==> config.mk <==
export PLATFORM = sky130hd
export DESIGN_NAME = epochtv1_bus_master_flat
export DESIGN_NICKNAME = d
export VERILOG_FILES = /design/src/rtl/epochtv1_bus_master_if.sv /design/src/rtl/epochtv1_bus_master.sv /design/src/flat_wrapper.sv
export SDC_FILE = /design/constraint.sdc
export NUM_CORES = 1
export LEC_CHECK = 0
export ABC_AREA = 1
export BUFFER_PORTS_ARGS = -buffer_cell sky130_fd_sc_hd__clkbuf_2
export CAP_MARGIN = 20
export CORE_MARGIN = 2
export CORE_UTILIZATION = 40
export CTS_CLUSTER_SIZE = 8
export DETAILED_ROUTE_END_ITERATION = 6
export SLEW_MARGIN = 0
export SYNTH_ARGS = -nofsm -noshare
export SYNTH_HDL_FRONTEND = slang
export SYNTH_SLANG_ARGS = --single-unit
==> constraint.sdc <==
create_clock -name CLK -period 2.6 [get_ports CLK]
set_clock_uncertainty 0.2 [all_clocks]
set_input_delay 0.13 -clock CLK [delete_from_list [all_inputs] [get_ports CLK]]
set_output_delay 0.13 -clock CLK [all_outputs]
set_load 0.02 [all_outputs]
==> src/rtl/epochtv1_bus_master_if.sv <==
// Bus bundle between the request side, the Epoch TV-1 host port and
// epochtv1_bus_master.
//   REQ_*  : request handshake (valid/ready), burst descriptor
//   RSP_*  : read-data return, one pulse per read beat
//   BUSY   : master owns the bus
//   A, DB_I, DB_O, DB_OE, RDB, WRB, CSB : uPD7801-style external bus
// master modport: the bus master's view.
// slave modport: the view of whatever surrounds it (requester plus TV-1).
interface epochtv1_bus_master_if;
  logic        REQ_VALID;
  logic        REQ_READY;
  logic        REQ_WRITE;
  logic [12:0] REQ_ADDR;
  logic [7:0]  REQ_WDATA;
  logic [8:0]  REQ_LEN;
  logic        REQ_INC;
  logic        RSP_VALID;
  logic [7:0]  RSP_RDATA;
  logic        BUSY;
  logic [12:0] A;
  logic [7:0]  DB_I;
  logic [7:0]  DB_O;
  logic        DB_OE;
  logic        RDB;
  logic        WRB;
  logic        CSB;

  modport master (
    input  REQ_VALID, REQ_WRITE, REQ_ADDR, REQ_WDATA, REQ_LEN, REQ_INC, DB_I,
    output REQ_READY, RSP_VALID, RSP_RDATA, BUSY, A, DB_O, DB_OE, RDB, WRB, CSB
  );

  modport slave (
    output REQ_VALID, REQ_WRITE, REQ_ADDR, REQ_WDATA, REQ_LEN, REQ_INC, DB_I,
    input  REQ_READY, RSP_VALID, RSP_RDATA, BUSY, A, DB_O, DB_OE, RDB, WRB, CSB
  );
endinterface

==> src/rtl/epochtv1_bus_master.sv <==
// Host-port bus initiator for the Epoch TV-1. Takes single or burst
// read/write requests and sequences SETUP / STROBE / HOLD phases, each
// timed in CE ticks, on the A/DB/RDB/WRB/CSB bus.
// Ports:
//   CLK  : clock (XTAL * 2)
//   RESB : asynchronous active-low reset
//   CE   : pixel clock enable; every phase length counts CE ticks
//   bus  : request/response handshake and TV-1 bus (master modport)
//
// state  | meaning
// -------+-----------------------------------------------------------
// IDLE   | REQ_READY high, waiting for a request; CSB high
// SETUP  | address (and write data) valid, CSB low, strobes high
// STROBE | RDB or WRB low; read data captured on the last tick
// HOLD   | strobes high, CSB/A/DB_O held; then next beat or IDLE
module epochtv1_bus_master #(
  parameter int SETUP_CYC  = 1,
  parameter int STROBE_CYC = 2,
  parameter int HOLD_CYC   = 1
) (
  input  logic CLK,
  input  logic RESB,
  input  logic CE,
  epochtv1_bus_master_if.master bus
);

  typedef enum logic [1:0] {S_IDLE, S_SETUP, S_STROBE, S_HOLD} state_t;

  localparam logic [2:0] SETUP_LD  = 3'(SETUP_CYC);
  localparam logic [2:0] STROBE_LD = 3'(STROBE_CYC);
  localparam logic [2:0] HOLD_LD   = 3'(HOLD_CYC);

  state_t      state_q, state_d;
  logic [2:0]  phase_q, phase_d;
  logic [8:0]  beats_q, beats_d;
  logic        write_q, write_d;
  logic        inc_q, inc_d;
  logic [12:0] addr_q, addr_d;
  logic [7:0]  db_o_q, db_o_d;
  logic        db_oe_q, db_oe_d;
  logic        csb_q, csb_d;
  logic        rdb_q, rdb_d;
  logic        wrb_q, wrb_d;
  logic        busy_q, busy_d;
  logic        rsp_valid_q, rsp_valid_d;
  logic [7:0]  rsp_rdata_q, rsp_rdata_d;
  logic        ready_en_q, ready_en_d;
  logic        req_ready;

  // ready_en_q keeps REQ_READY low until the first clock after reset release
  assign req_ready = (state_q == S_IDLE) && ready_en_q;

  always_comb begin
    state_d     = state_q;
    phase_d     = phase_q;
    beats_d     = beats_q;
    write_d     = write_q;
    inc_d       = inc_q;
    addr_d      = addr_q;
    db_o_d      = db_o_q;
    db_oe_d     = db_oe_q;
    csb_d       = csb_q;
    rdb_d       = rdb_q;
    wrb_d       = wrb_q;
    busy_d      = busy_q;
    rsp_valid_d = 1'b0;
    rsp_rdata_d = rsp_rdata_q;
    ready_en_d  = 1'b1;

    case (state_q)
      S_IDLE: begin
        // acceptance is independent of CE
        if (bus.REQ_VALID && req_ready) begin
          write_d = bus.REQ_WRITE;
          inc_d   = bus.REQ_INC;
          addr_d  = bus.REQ_ADDR;
          beats_d = (bus.REQ_LEN == 9'd0) ? 9'd1 : bus.REQ_LEN;
          csb_d   = 1'b0;
          busy_d  = 1'b1;
          if (bus.REQ_WRITE) begin
            db_oe_d = 1'b1;
            db_o_d  = bus.REQ_WDATA;
          end
          phase_d = SETUP_LD;
          state_d = S_SETUP;
        end
      end
      S_SETUP: begin
        if (CE) begin
          if (phase_q == 3'd1) begin
            rdb_d   = write_q;
            wrb_d   = ~write_q;
            phase_d = STROBE_LD;
            state_d = S_STROBE;
          end else begin
            phase_d = phase_q - 3'd1;
          end
        end
      end
      S_STROBE: begin
        if (CE) begin
          if (phase_q == 3'd1) begin
            if (!write_q) begin
              rsp_rdata_d = bus.DB_I;
              rsp_valid_d = 1'b1;
            end
            rdb_d   = 1'b1;
            wrb_d   = 1'b1;
            phase_d = HOLD_LD;
            state_d = S_HOLD;
          end else begin
            phase_d = phase_q - 3'd1;
          end
        end
      end
      S_HOLD: begin
        if (CE) begin
          if (phase_q == 3'd1) begin
            beats_d = beats_q - 9'd1;
            if (beats_q == 9'd1) begin
              csb_d   = 1'b1;
              db_oe_d = 1'b0;
              busy_d  = 1'b0;
              state_d = S_IDLE;
            end else begin
              if (inc_q) addr_d = addr_q + 13'd1;
              phase_d = SETUP_LD;
              state_d = S_SETUP;
            end
          end else begin
            phase_d = phase_q - 3'd1;
          end
        end
      end
      default: state_d = S_IDLE;
    endcase
  end

  always_ff @(posedge CLK or negedge RESB) begin
    if (!RESB) begin
      state_q     <= S_IDLE;
      phase_q     <= 3'd0;
      beats_q     <= 9'd0;
      write_q     <= 1'b0;
      inc_q       <= 1'b0;
      addr_q      <= 13'd0;
      db_o_q      <= 8'd0;
      db_oe_q     <= 1'b0;
      csb_q       <= 1'b1;
      rdb_q       <= 1'b1;
      wrb_q       <= 1'b1;
      busy_q      <= 1'b0;
      rsp_valid_q <= 1'b0;
      rsp_rdata_q <= 8'd0;
      ready_en_q  <= 1'b0;
    end else begin
      state_q     <= state_d;
      phase_q     <= phase_d;
      beats_q     <= beats_d;
      write_q     <= write_d;
      inc_q       <= inc_d;
      addr_q      <= addr_d;
      db_o_q      <= db_o_d;
      db_oe_q     <= db_oe_d;
      csb_q       <= csb_d;
      rdb_q       <= rdb_d;
      wrb_q       <= wrb_d;
      busy_q      <= busy_d;
      rsp_valid_q <= rsp_valid_d;
      rsp_rdata_q <= rsp_rdata_d;
      ready_en_q  <= ready_en_d;
    end
  end

  assign bus.REQ_READY = req_ready;
  assign bus.RSP_VALID = rsp_valid_q;
  assign bus.RSP_RDATA = rsp_rdata_q;
  assign bus.BUSY      = busy_q;
  assign bus.A         = addr_q;
  assign bus.DB_O      = db_o_q;
  assign bus.DB_OE     = db_oe_q;
  assign bus.RDB       = rdb_q;
  assign bus.WRB       = wrb_q;
  assign bus.CSB       = csb_q;

endmodule

==> src/flat_wrapper.sv <==
// flat-port wrapper written by rule: the top's interface ports become plain ports
module epochtv1_bus_master_flat 
#(
  parameter int SETUP_CYC  = 1,
  parameter int STROBE_CYC = 2,
  parameter int HOLD_CYC   = 1
)
  (CLK, RESB, CE, bus_REQ_VALID, bus_REQ_WRITE, bus_REQ_ADDR, bus_REQ_WDATA, bus_REQ_LEN, bus_REQ_INC, bus_DB_I, bus_REQ_READY, bus_RSP_VALID, bus_RSP_RDATA, bus_BUSY, bus_A, bus_DB_O, bus_DB_OE, bus_RDB, bus_WRB, bus_CSB);
  epochtv1_bus_master_if bus_i ();
  input  logic CLK;
  input  logic RESB;
  input  logic CE;
  input wire logic [$bits(bus_i.REQ_VALID)-1:0] bus_REQ_VALID;
  input wire logic [$bits(bus_i.REQ_WRITE)-1:0] bus_REQ_WRITE;
  input wire logic [$bits(bus_i.REQ_ADDR)-1:0] bus_REQ_ADDR;
  input wire logic [$bits(bus_i.REQ_WDATA)-1:0] bus_REQ_WDATA;
  input wire logic [$bits(bus_i.REQ_LEN)-1:0] bus_REQ_LEN;
  input wire logic [$bits(bus_i.REQ_INC)-1:0] bus_REQ_INC;
  input wire logic [$bits(bus_i.DB_I)-1:0] bus_DB_I;
  output wire logic [$bits(bus_i.REQ_READY)-1:0] bus_REQ_READY;
  output wire logic [$bits(bus_i.RSP_VALID)-1:0] bus_RSP_VALID;
  output wire logic [$bits(bus_i.RSP_RDATA)-1:0] bus_RSP_RDATA;
  output wire logic [$bits(bus_i.BUSY)-1:0] bus_BUSY;
  output wire logic [$bits(bus_i.A)-1:0] bus_A;
  output wire logic [$bits(bus_i.DB_O)-1:0] bus_DB_O;
  output wire logic [$bits(bus_i.DB_OE)-1:0] bus_DB_OE;
  output wire logic [$bits(bus_i.RDB)-1:0] bus_RDB;
  output wire logic [$bits(bus_i.WRB)-1:0] bus_WRB;
  output wire logic [$bits(bus_i.CSB)-1:0] bus_CSB;
  assign bus_i.REQ_VALID = bus_REQ_VALID;
  assign bus_i.REQ_WRITE = bus_REQ_WRITE;
  assign bus_i.REQ_ADDR = bus_REQ_ADDR;
  assign bus_i.REQ_WDATA = bus_REQ_WDATA;
  assign bus_i.REQ_LEN = bus_REQ_LEN;
  assign bus_i.REQ_INC = bus_REQ_INC;
  assign bus_i.DB_I = bus_DB_I;
  assign bus_REQ_READY = bus_i.REQ_READY;
  assign bus_RSP_VALID = bus_i.RSP_VALID;
  assign bus_RSP_RDATA = bus_i.RSP_RDATA;
  assign bus_BUSY = bus_i.BUSY;
  assign bus_A = bus_i.A;
  assign bus_DB_O = bus_i.DB_O;
  assign bus_DB_OE = bus_i.DB_OE;
  assign bus_RDB = bus_i.RDB;
  assign bus_WRB = bus_i.WRB;
  assign bus_CSB = bus_i.CSB;
  epochtv1_bus_master #(.SETUP_CYC(SETUP_CYC), .STROBE_CYC(STROBE_CYC), .HOLD_CYC(HOLD_CYC)) u_core (.CLK(CLK), .RESB(RESB), .CE(CE), .bus(bus_i));
endmodule
-- After elaboration in Yosys (flattened, before gate mapping)
Cells that the tools add are included.
- register bits after elaboration: 52
- input port bits: 44
- output and inout bits: 36
- word-level logic and storage cells: 106
- add/sub/neg operators: 3
- equal/unequal tests: 17
- multiplexer cells: 54
- bitwise operators: 1
- reduce and logical (&&, ||, !) cells: 16
- operators by type and width (kind ; count):
    $mux W13 ; 5
    $mux W9 ; 4
    $pmux W13 S2 ; 1
    $mux W3 ; 8
    $mux W1 ; 21
    $pmux W9 S2 ; 1
    $reduce_and A5 Y1 ; 3
    $mux W2 ; 7
    $add A13 B1 Y13 const B ; 1
    $ne A2 B2 Y1 const B ; 6
    $pmux W3 S4 ; 1
    $reduce_and A6 Y1 ; 2
    $ne A2 B1 Y1 const B ; 5
    $pmux W1 S2 ; 5
    $eq A9 B1 Y1 const B ; 1
    $logic_not A9 Y1 ; 1
    $sub A9 B1 Y9 const B ; 1
    $pmux W2 S4 ; 1
    $reduce_and A4 Y1 ; 2
    $reduce_and A7 Y1 ; 1
    $eq A2 B2 Y1 const B ; 2
    $reduce_bool A2 Y1 ; 2
    $eq A3 B1 Y1 const B ; 1
    $ne A3 B3 Y1 const B ; 1
    7 further kinds ; 8

-- Logic depth before layout (Yosys ltp)
- depth in word-level cells: 6
- mapped depth: 11
- mapped depth without buffers: 11

-- Worst setup path after synthesis
Ideal clock, no wire load.
- kind: reg2reg
- start point: register u_core.state_q[0]
- end point: register u_core.addr_q[5] (netlist: u_core.bus.A[5])
- arrival: 1.493 ns
- data required time: 2.274 ns
- slack: 0.781 ns
- stages on the path, launching flop included: 9
- path buffers: 1
- period minus slack after synthesis: 1.819 ns
- cell sequence: dfrtp_1 > inv_1 > ha_1 > nand3_2 > nand2_1 > nand3_4 > nor2_4 > buf_6 > o21ai_0
- longest elaborated chain between the ends: 5
- RTL lines (what ; RTL line ; RTL):
    start: declaration ; epochtv1_bus_master.sv:33 ; state_t state_q, state_d;
    start signal: assignment ; epochtv1_bus_master.sv:157 ; state_q <= state_d;
    $logic_not A2 Y1 ; epochtv1_bus_master.sv:51, epochtv1_bus_master.sv:70 ;
    $logic_and A1 B1 Y1 ; epochtv1_bus_master.sv:51 ; assign req_ready = (state_q == S_IDLE) && ready_en_q;
    $logic_and A1 B1 Y1 ; epochtv1_bus_master.sv:73 ; if (bus.REQ_VALID && req_ready) begin
    $ne A2 B2 Y1 (no line) ; - ;
    $reduce_and A6 Y1 (no line) ; - ;
    end signal: assignment ; epochtv1_bus_master.sv:162 ; addr_q <= addr_d;
    end: declaration ; epochtv1_bus_master.sv:38 ; logic [12:0] addr_q, addr_d;
Parallel ways exist; a longest one is shown, timed or not.
A chain may end at the register's enable or synchronous reset.

-- Worst setup path after layout
- start point: register u_core.state_q[0]
- end point: register u_core.db_o_q[7] (netlist: u_core.bus.DB_O[7])
- longest elaborated chain between the ends: 4
- RTL lines (what ; RTL line ; RTL):
    $logic_not A2 Y1 (*) ; epochtv1_bus_master.sv:51, epochtv1_bus_master.sv:70 ;
    $logic_and A1 B1 Y1 ; epochtv1_bus_master.sv:51 ;
    $logic_and A1 B1 Y1 ; epochtv1_bus_master.sv:73 ;
    $reduce_and A3 Y1 (no line) (*) ; - ;
    end signal: assignment ; epochtv1_bus_master.sv:163 ; db_o_q <= db_o_d;
    end: declaration ; epochtv1_bus_master.sv:39 ; logic [7:0] db_o_q, db_o_d;
Every way passes the cells marked *; elsewhere a longest branch is shown, timed or not.

==> summary.md <==
| Metric | Value |
|---|---|
| Worst endpoint data arrival time | 2.43 ns |
| Number of port buffers | 79 |
| Main combinational cell family by area after synthesis | simple AND/OR/NAND/NOR gates |
| Mean post-synth cell area | 7.11 um2 |
| CP Class | register to register |
| Cells after Synth | 427 |
| Top_reg_cell synth | dfrtp_1 |
| Post-synth top area cell | dfrtp_1 |
| P&R area growth vs syn | 34.2% |
| Fillers | 744 |
| GRT Util Overall | 0.189 |
| WL final | 7.62 mm |
| Adder-cell share of the synthesized area | 0.0412 |
| Postcts setup bufs | 0 |
| Async set-reset flop share out of synthesis | 1.00 |
| P_leak | 2.17 nW |
| Routability Congestion | 0.869 |
| First-pass GRT wire length | 13.0 mm |
| EDFF count, synth | 0 |
| Top cells by area, synth | dfrtp_1 (40%), nand2_1 (22%), nand3_1 (5.1%), inv_1 (4.9%), o21ai_0 (4.6%) |
| TritonCTS clock tree | done |
| Setup-failing EPs final | 0 |
| N_diodes | 0 |
| Wirelength per Cell | 11.7 um |
| DRT iter0 DRCs | 154 |
| Layout Utilization | 0.559 |
| Fin cells | 653 |
| Most frequent cells after synthesis | nand2_1 (180), dfrtp_1 (49), inv_1 (40) |
| Drt pass-1 iters | 4 |
| Root Driver | clkbuf_8 |
| Top Ports | 80 |
| Min-delay worst type | primary input to register |
| Most common cell in the netlist | nand2_1 |
| Core Area | 0.00729 mm2 |
| Worst path max stage delay | 0.58 ns |
| Most common cell on crit path | nand2_1 |
| Yosys cell types | 31 |
| HPWL after DPL | 5.25 mm |
| Antenna Nets Post-Route | 0 |
| Ratio of cells with drive above 1 in the final layout | 0.197 |
| Die height | 91.1 um |
| CTS hold repair buffers | 47 |
| Yosys warnings | 0 |
| Fmax | 421 MHz |
| Post-Synth Simple-Gate Area | 0.372 |
| Final min period | 2.38 ns |
| Number of antenna violations at the first check in global routing | 0 |
| Slowest CP cell | dlygate4sd3_1 |
| FP Rows | 31 |
| CTS clock-pin slew for the worst setup and hold paths | 0.11 ns |
| Mux cell area share after synthesis | 0 |
| Slew @ Worst Pin | 0.652 ns |
| Post-synthesis xor/xnor area fraction | 0.00289 |
| CP top delay family | buffers and inverters |
| Setup_tns | 0 ns |
| Congestion Overflow GR | 0 |
| Clock buffer depth | 2 |
| Synth Register Bits | 52 |
| Die width | 91.1 um |
| Compound-Gate Fraction of Synth Area | 0.0755 |
| Synthesized Nets | 481 |
| CP endpoint kind | register |
| Critical path buffer and inverter count | 2 |
| Total CTS buffers | 5 |
| Max cap viols | 0 |
| Status | complete, no violations |
| Die area | 0.00830 mm2 |
| Final worst-path cycle share | 0.913 |
| RSZ-0062 raised after global routing | false |
| Vias in the first global route | 2,892 |
| Largest net degree at the start of global routing | 53 |
| Final-report hold violation count | 0 |
| CP Data Required Time | 2.66 ns |
| CTS Sinks | 52 |
| DR DRC count | 0 |
| Power Density | 1090 mW/mm2 |
| Clk_lat worst skew | 0.31 ns |
| Pins Over Slew Limit | 0 |
| Worst Setup Start Kind | register |
| Vias per inst | 4.71 |
| Slew headroom | 0.566 |
| Share of the synthesized area in the top cell type | 0.404 |
| Vias | 3,076 |
| CP Cell Sequence | inv_1 > ha_1 > nand3_2 > nor2_2 > nand2_1 > dlygate4sd3_1 > nand2_1 |
| Starting density of the core | 0.416 |
| Max VDD drop | 0.494 mV |
| H-tree depth | 2 |
| Cells after DPL | 598 |
| Nets@finish | 607 |
| Netlist Area Pre-Place | 0.00303 mm2 |
| Resized Gates After CTS | 0 |
| CP Max Fanout | 9 |
| Seq/Total Area, Yosys | 0.430 |
kinds of logic after synthesis:
kind of cell,count (synthesis)
AO/OA/AOI/OAI,43
XOR/XNOR,1
adder cells (fa/ha/maj),10
buffers and inverters,53
flip-flops,52
other,1
AND/OR/NAND/NOR,267
registers in the layout (all words and copies together) (netlist names), 2 cells and up:
name and cells:
u_core.bus.A 13, u_core.beats_q 9, u_core.bus.DB_O 8, u_core.bus.RSP_RDATA 8, u_core.phase_q 3, u_core.state_q 2
tightest hold or removal path: stages:
cell      delay (ns)
clkbuf_2        0.09
nor2_1          0.04
nand4_1         0.08
nand2_1         0.05
o211ai_1        0.07
nand2_1         0.05
routing by layer:
metal  up-vias  share of wire  global-route usage
met4         0          0.011              0.0556
met1      1396           0.47               0.251
met2        76           0.48               0.314
li1       1596              -                   -
met5         -              0                   0
met3         8          0.041              0.0340
final cells by class:
type	count	area [um2]	share of cell area
well taps	99	124	0.0304
clock inverters	3	28.8	0.00707
inverters	43	161	0.0396
repair buffers	129	888	0.218
clock buffers	5	68.8	0.0169
flip-flops and latches	52	1310	0.320
multi-input cells	322	1500	0.367
power by group:
part | switching [W] | internal (W)
Combinational | 0.00158 | 0.000818
Sequential | 0.000308 | 0.00120
Clock | 0.000310 | 0.000204
Total | 0.00220 | 0.00223
cells in the final DEF (no fill, tap or decap):
cell type	n
ha_1	10
inv_2	2
dfrtp_1	49
o21a_1	1
a21oi_1	5
nand3_2	5
or2_2	4
nand3b_1	2
nand3_1	31
nor3_1	3
buf_4	3
conb_1	1
clkbuf_2	79
a22oi_1	1
clkinv_1	1
nand2_1	180
inv_8	1
o21ai_0	28
o211ai_1	1
nor2_4	1
inv_6	2
xnor2_1	1
inv_1	40
clkbuf_8	5
o21ai_2	1
a31oi_1	2
nor2_2	2
nand4_1	4
o21ai_1	4
nor2_1	34
dfstp_2	3
dlygate4sd3_1	47
nand3_4	1
path summary, 6_finish.rpt:
kind / from / to / slack [ns] / cells after the start
worst max-delay path: u_core.state_q[0] / u_core.bus.DB_O[7] / 0.22 / 7
worst min-delay path: bus_REQ_LEN[3] / u_core.beats_q[0] / 0.02 / 6
worst max register to register: u_core.state_q[0] / u_core.bus.DB_O[7] / 0.22 / 7
worst min register to register: u_core.write_q / u_core.bus.WRB / 0.23 / 1
max in group asynchronous: RESB / u_core.beats_q[2] / 1.50 / 3
min in group asynchronous: RESB / u_core.phase_q[0] / 0.25 / 3
through the flow:
| step | setup slack, ns | instance area [um2] | power, W | hold slack [ns] |
|---|---|---|---|---|
| 6_report | 0.225 | 4070 | 0.00443 | 0.0226 |
| 5_1_grt | 0.0851 | 4070 | 0.00486 | 0.0523 |
| 4_1_cts | 0.260 | 4070 | 0.00446 | 0.00597 |
| 3_5_place_dp | 0.344 | 3500 | 0.00388 | 0.0995 |
| 3_3_place_gp | 0.369 | 3500 | 0.00383 | 0.0977 |
| 2_1_floorplan | 0.781 | 3030 | 0.00326 | -0.366 |
(Power assumes the default switching activity.)
